File: config.mk
export PLATFORM = sky130hd
export DESIGN_NAME = reg_file_n
export DESIGN_NICKNAME = d
export VERILOG_FILES = /design/src/rtl/reg_file_n.sv
export SDC_FILE = /design/constraint.sdc
export NUM_CORES = 1
export LEC_CHECK = 0
export ABC_CLOCK_PERIOD_IN_PS = 13930
export BUFFER_PORTS_ARGS = -buffer_cell sky130_fd_sc_hd__buf_2
export CORE_ASPECT_RATIO = 1.2
export CORE_UTILIZATION = 35
export DETAILED_ROUTE_END_ITERATION = 7
export SLEW_MARGIN = 15
export SYNTH_ARGS = -nofsm -noshare
export SYNTH_HDL_FRONTEND = slang
export SYNTH_SLANG_ARGS = --single-unit
File: constraint.sdc
create_clock -name Clock -period 13.93 [get_ports Clock]
set_clock_uncertainty 0.05 [all_clocks]
set_input_delay 0 -clock Clock [delete_from_list [all_inputs] [get_ports Clock]]
set_output_delay 0 -clock Clock [all_outputs]
set_load 0.01 [all_outputs]
File: src/rtl/reg_file_n.sv
// Multi-port register file: three combinational reads, two write ports and a sequential clear sweep.
// Define REG_FILE_N_BYPASS_EN to forward committing write data straight to the read ports.
module reg_file_n #(
    parameter int unsigned DATA_W = 16,
    parameter int unsigned ADDR_W = 4
) (
    input  logic              Clock,
    input  logic              Reset,
    input  logic [ADDR_W-1:0] Rd_Addr,
    input  logic [ADDR_W-1:0] Rs_Addr,
    input  logic [ADDR_W-1:0] Rm_Addr,
    input  logic              Rd_Wen,
    input  logic              Rs_Wen,
    input  logic [DATA_W-1:0] Rd_Data,
    input  logic [DATA_W-1:0] Rs_Data,
    input  logic              Clear,
    output logic [DATA_W-1:0] Rd_Out,
    output logic [DATA_W-1:0] Rs_Out,
    output logic [DATA_W-1:0] Rm_Out,
    output logic              Busy,
    output logic              Clear_Done
);

    localparam int unsigned DEPTH = 2 ** ADDR_W;

    typedef enum logic [0:0] {StIdle, StClear} state_e;

    state_e            state_q;
    logic [ADDR_W-1:0] ptr_q;
    logic              clear_done_q;
    logic [DATA_W-1:0] mem_q [DEPTH];
    logic              busy;

    assign busy       = (state_q == StClear);
    assign Busy       = busy;
    assign Clear_Done = clear_done_q;

    always_ff @(posedge Clock or posedge Reset) begin
        if (Reset) begin
            state_q      <= StIdle;
            ptr_q        <= '0;
            clear_done_q <= 1'b0;
        end else begin
            clear_done_q <= 1'b0;
            unique case (state_q)
                StIdle: begin
                    if (Clear) begin
                        state_q <= StClear;
                        ptr_q   <= '0;
                    end
                end
                StClear: begin
                    ptr_q <= ptr_q + 1'b1;
                    if (ptr_q == ADDR_W'(DEPTH - 1)) begin
                        state_q      <= StIdle;
                        clear_done_q <= 1'b1;
                    end
                end
                default: state_q <= StIdle;
            endcase
        end
    end

    // Rs is written after Rd so it wins on an address collision.
    always_ff @(posedge Clock or posedge Reset) begin
        if (Reset) begin
            for (int i = 0; i < DEPTH; i++) begin
                mem_q[i] <= '0;
            end
        end else if (busy) begin
            mem_q[ptr_q] <= '0;
        end else begin
            if (Rd_Wen) begin
                mem_q[Rd_Addr] <= Rd_Data;
            end
            if (Rs_Wen) begin
                mem_q[Rs_Addr] <= Rs_Data;
            end
        end
    end

`ifdef REG_FILE_N_BYPASS_EN
    logic fwd_en;
    logic rd_fwd_en;
    logic rs_fwd_en;

    assign fwd_en    = !busy && !Reset;
    assign rd_fwd_en = fwd_en && Rd_Wen;
    assign rs_fwd_en = fwd_en && Rs_Wen;

    always_comb begin
        Rd_Out = mem_q[Rd_Addr];
        if (rs_fwd_en && (Rs_Addr == Rd_Addr)) begin
            Rd_Out = Rs_Data;
        end else if (rd_fwd_en) begin
            Rd_Out = Rd_Data;
        end
    end

    always_comb begin
        Rs_Out = mem_q[Rs_Addr];
        if (rs_fwd_en) begin
            Rs_Out = Rs_Data;
        end else if (rd_fwd_en && (Rd_Addr == Rs_Addr)) begin
            Rs_Out = Rd_Data;
        end
    end

    always_comb begin
        Rm_Out = mem_q[Rm_Addr];
        if (rs_fwd_en && (Rs_Addr == Rm_Addr)) begin
            Rm_Out = Rs_Data;
        end else if (rd_fwd_en && (Rd_Addr == Rm_Addr)) begin
            Rm_Out = Rd_Data;
        end
    end
`else
    assign Rd_Out = mem_q[Rd_Addr];
    assign Rs_Out = mem_q[Rs_Addr];
    assign Rm_Out = mem_q[Rm_Addr];
`endif

endmodule

==> impl_metrics.json <==
{
  "syn_inst": 2139,
  "row_count": 96,
  "top_usage_layer": "met2",
  "ys_ff_latch": 262,
  "ys_seq_area_frac": 0.319,
  "slowest_delay_ns": 0.94,
  "power_frac_seq": 0.361,
  "synth_most_common_cell": "nand2_1",
  "path_cells": "buf_4 > buf_4 > o31ai_1",
  "path_clk_slew_ns": 0.07,
  "r2r-end": "mem_q[230]",
  "r2r_slack_ns": 10.98,
  "cp_slowest_cell": "dfrtp_4",
  "required_ns": 14.33,
  "clkPwrFrac": 0.246,
  "grt_max_degree": 147,
  "met2_usage": 0.454,
  "grt_pass1_wl_um": 130000,
  "critPathLaunchType": "flop",
  "clk_latency_ns": 0.60,
  "antenna_found_initial": 0,
  "synth_area_per_cell_sq_um": 9.60,
  "synth_top_family_by_area": "compound AO/OA/AOI/OAI gates",
  "slew_viol_final": 0,
  "dieArea_sq_mm": 0.0597,
  "yosysWarnings": 0,
  "antenna_cells": 0,
  "root_buffer": "clkbuf_16",
  "rsz0062_at_grt": "no",
  "worst-setup-path-type": "reg2reg",
  "gp_congestion": 0.961,
  "cts.sinks": 262,
  "setup_viol_count_final": 0,
  "p_int_mw": 2.09,
  "grtUsageMet3": 0.0810,
  "synth_edf_count": 0,
  "p_switching_mw": 1.50,
  "fin_crit_sh": 0.212,
  "seqCellArea_sq_mm": 0.00656,
  "grt_pass1_vias": 19500,
  "grt.overflow.total": 0,
  "drc": 0,
  "synth_compound_area_frac": 0.250,
  "synthArstFlopShare": 1.00,
  "postRouteAntennaNets": 0,
  "via_per_inst": 7.18,
  "reg2reg_depth": 3,
  "synth_nets": 2192,
  "synth-simple-area-share": 0.157,
  "dp_hpwl_um": 57500,
  "netlist_area_sq_mm": 0.0205,
  "drtIter0Drc": 2653,
  "ys_types": 48,
  "nNetsFinal": 2106,
  "die_x_um": 223,
  "cts_tree": "done",
  "pwr_density_cell_mw_per_mm2": 160,
  "nFillCells": 5473,
  "pwr-share-comb": 0.393,
  "detailroute.via_count": 20200,
  "synth_area_leaders": "dfrtp_1 32%, mux4_2 21%, o31ai_1 9.0%",
  "htree_levels": 1,
  "multi_input_area_sq_mm": 0.0128,
  "maxCapViolCount": 0,
  "holdCritPathClass": "in2async",
  "fin_tns_setup_ns": 0,
  "slew_headroom": 0.105,
  "drive_above_1_share": 0.210,
  "core_area_sq_mm": 0.0575,
  "hold_viol_final": 0,
  "switching_share": 0.418,
  "first_pass_iters": 6,
  "gr-usage-met1": 0.359,
  "yosysTopAreaCellShare": 0.319,
  "worst_pin_slew_ns": 1.34,
  "area_growth_pct": 8.92,
  "reg2reg_from": "Busy",
  "synth_top_cell_by_area": "dfrtp_1",
  "num_io_pins": 99,
  "ir_worst_vdd_uv": 102,
  "io_buffers": 98,
  "finalCriticalPeriod_ns": 2.95,
  "fin_util": 0.389,
  "synthXorXnorAreaFrac": 0,
  "leakage_nw": 8.58,
  "worstPathArrival_ns": 3.35,
  "start_util": 0.357,
  "status": "finished, final reports clean",
  "synthMuxAreaShare": 0.211,
  "wire_per_inst_um": 31.4,
  "cts-buffers-inserted": 30,
  "synth_fa_ha_area_frac": 0.00244,
  "endpoint_kind": "flop",
  "max_clock_freq_ghz": 0.339,
  "crit_top_cell": "buf_4",
  "cts_resized": 0,
  "die_h_um": 267,
  "ys.flop_type": "dfrtp_1",
  "synth_commonest_cells": "324 x nand2_1, 321 x nor2_1, 262 x dfrtp_1, 247 x o31ai_1, 192 x mux4_2",
  "drt-total-wl_um": 88200,
  "cts.path.max_buffers": 3,
  "track_usage": 0.292,
  "critPathMaxFanout": 73
}
## what timing repair did
action | CTS | global route
endpoints found under the hold margin | 377 | 0
endpoints found under the setup margin | 0 | 0
hold buffers | 19 | 0
setup buffers | 0 | 0
## registers in the layout, summed over array words and instances, names as in the netlist
name / flops
Busy: 1
Clear_Done: 1
ptr_q: 4
mem_q: 256
## worst max-delay path by stage
stage | startpoint | end | slack, ns
2_1_floorplan | Reset | Busy | 6.67
3_3_place_gp | Rs_Addr[0] | mem_q[8] | 10.64
3_5_place_dp | Rs_Addr[0] | mem_q[0] | 10.55
4_1_cts | Rs_Addr[0] | Rs_Out[15] | 11.05
5_1_grt | Rs_Addr[0] | Rs_Out[15] | 10.84
6_report | Busy | mem_q[230] | 10.98
## logic make-up after synthesis
| family | Yosys count |
|---|---|
| and+or+nand+nor | 756 |
| DFF | 262 |
| buffers and inverters | 279 |
| muxes | 193 |
| AOI/OAI and AO/OA | 645 |
| adders and majority gates | 4 |
## cell type report
class	count	area share
inverters	4	0.00101
well taps	735	0.0411
repair buffers	157	0.0451
clock buffers	38	0.0381
clock inverters	18	0.00940
flip-flops and latches	262	0.293
multi-input cells	1598	0.572
## power groups by stage
stage	Clock (mW)	Sequential (mW)	Combinational (mW)
after detailed placement	0	1.29	1.38
after floorplan	0	1.16	1.01
after global routing	0.915	1.33	1.49
after global placement	0	1.27	1.34
final	0.885	1.30	1.41
after CTS	0.883	1.28	1.38
## per-stage QoR
stage | setup WS (ns) | power (mW) | hold WS, ns | instances | instance area [sq um]
floorplan | 6.67 | 2.17 | 0.0363 | 2139 | 20500
global placement | 10.64 | 2.60 | 0.159 | 2737 | 21100
detailed placement | 10.55 | 2.67 | 0.170 | 2737 | 21100
CTS | 11.05 | 3.55 | 0.00999 | 2812 | 22400
global route | 10.84 | 3.73 | 0.0550 | 2812 | 22400
finish | 10.98 | 3.59 | 0.0130 | 2812 | 22400
## routing by layer
metal | vias up | share of wire
li1 | 8144 | -
met1 | 10000 | 0.36
met2 | 1625 | 0.45
met3 | 378 | 0.13
met4 | 0 | 0.068
met5 | - | 0
## cells in the final DEF, fill, tap and decap left out, types with 16 or more instances in the layout
cell	n
mux4_2	192
dfrtp_1	261
a21oi_1	19
o31ai_1	247
a211oi_1	50
buf_2	92
dlygate4sd3_1	19
and2_1	20
nor2b_1	16
a221oi_1	180
buf_4	45
clkbuf_16	31
a22oi_1	96
nand2_1	324
nor2_1	319
## critical path, delay by kind of cell (launching register included)
kind            cells  cell delay [ns]
compound gates      1             0.21
buf+inv             2             1.49
flops               1             0.94
Power figures use the tool's default switching activity.
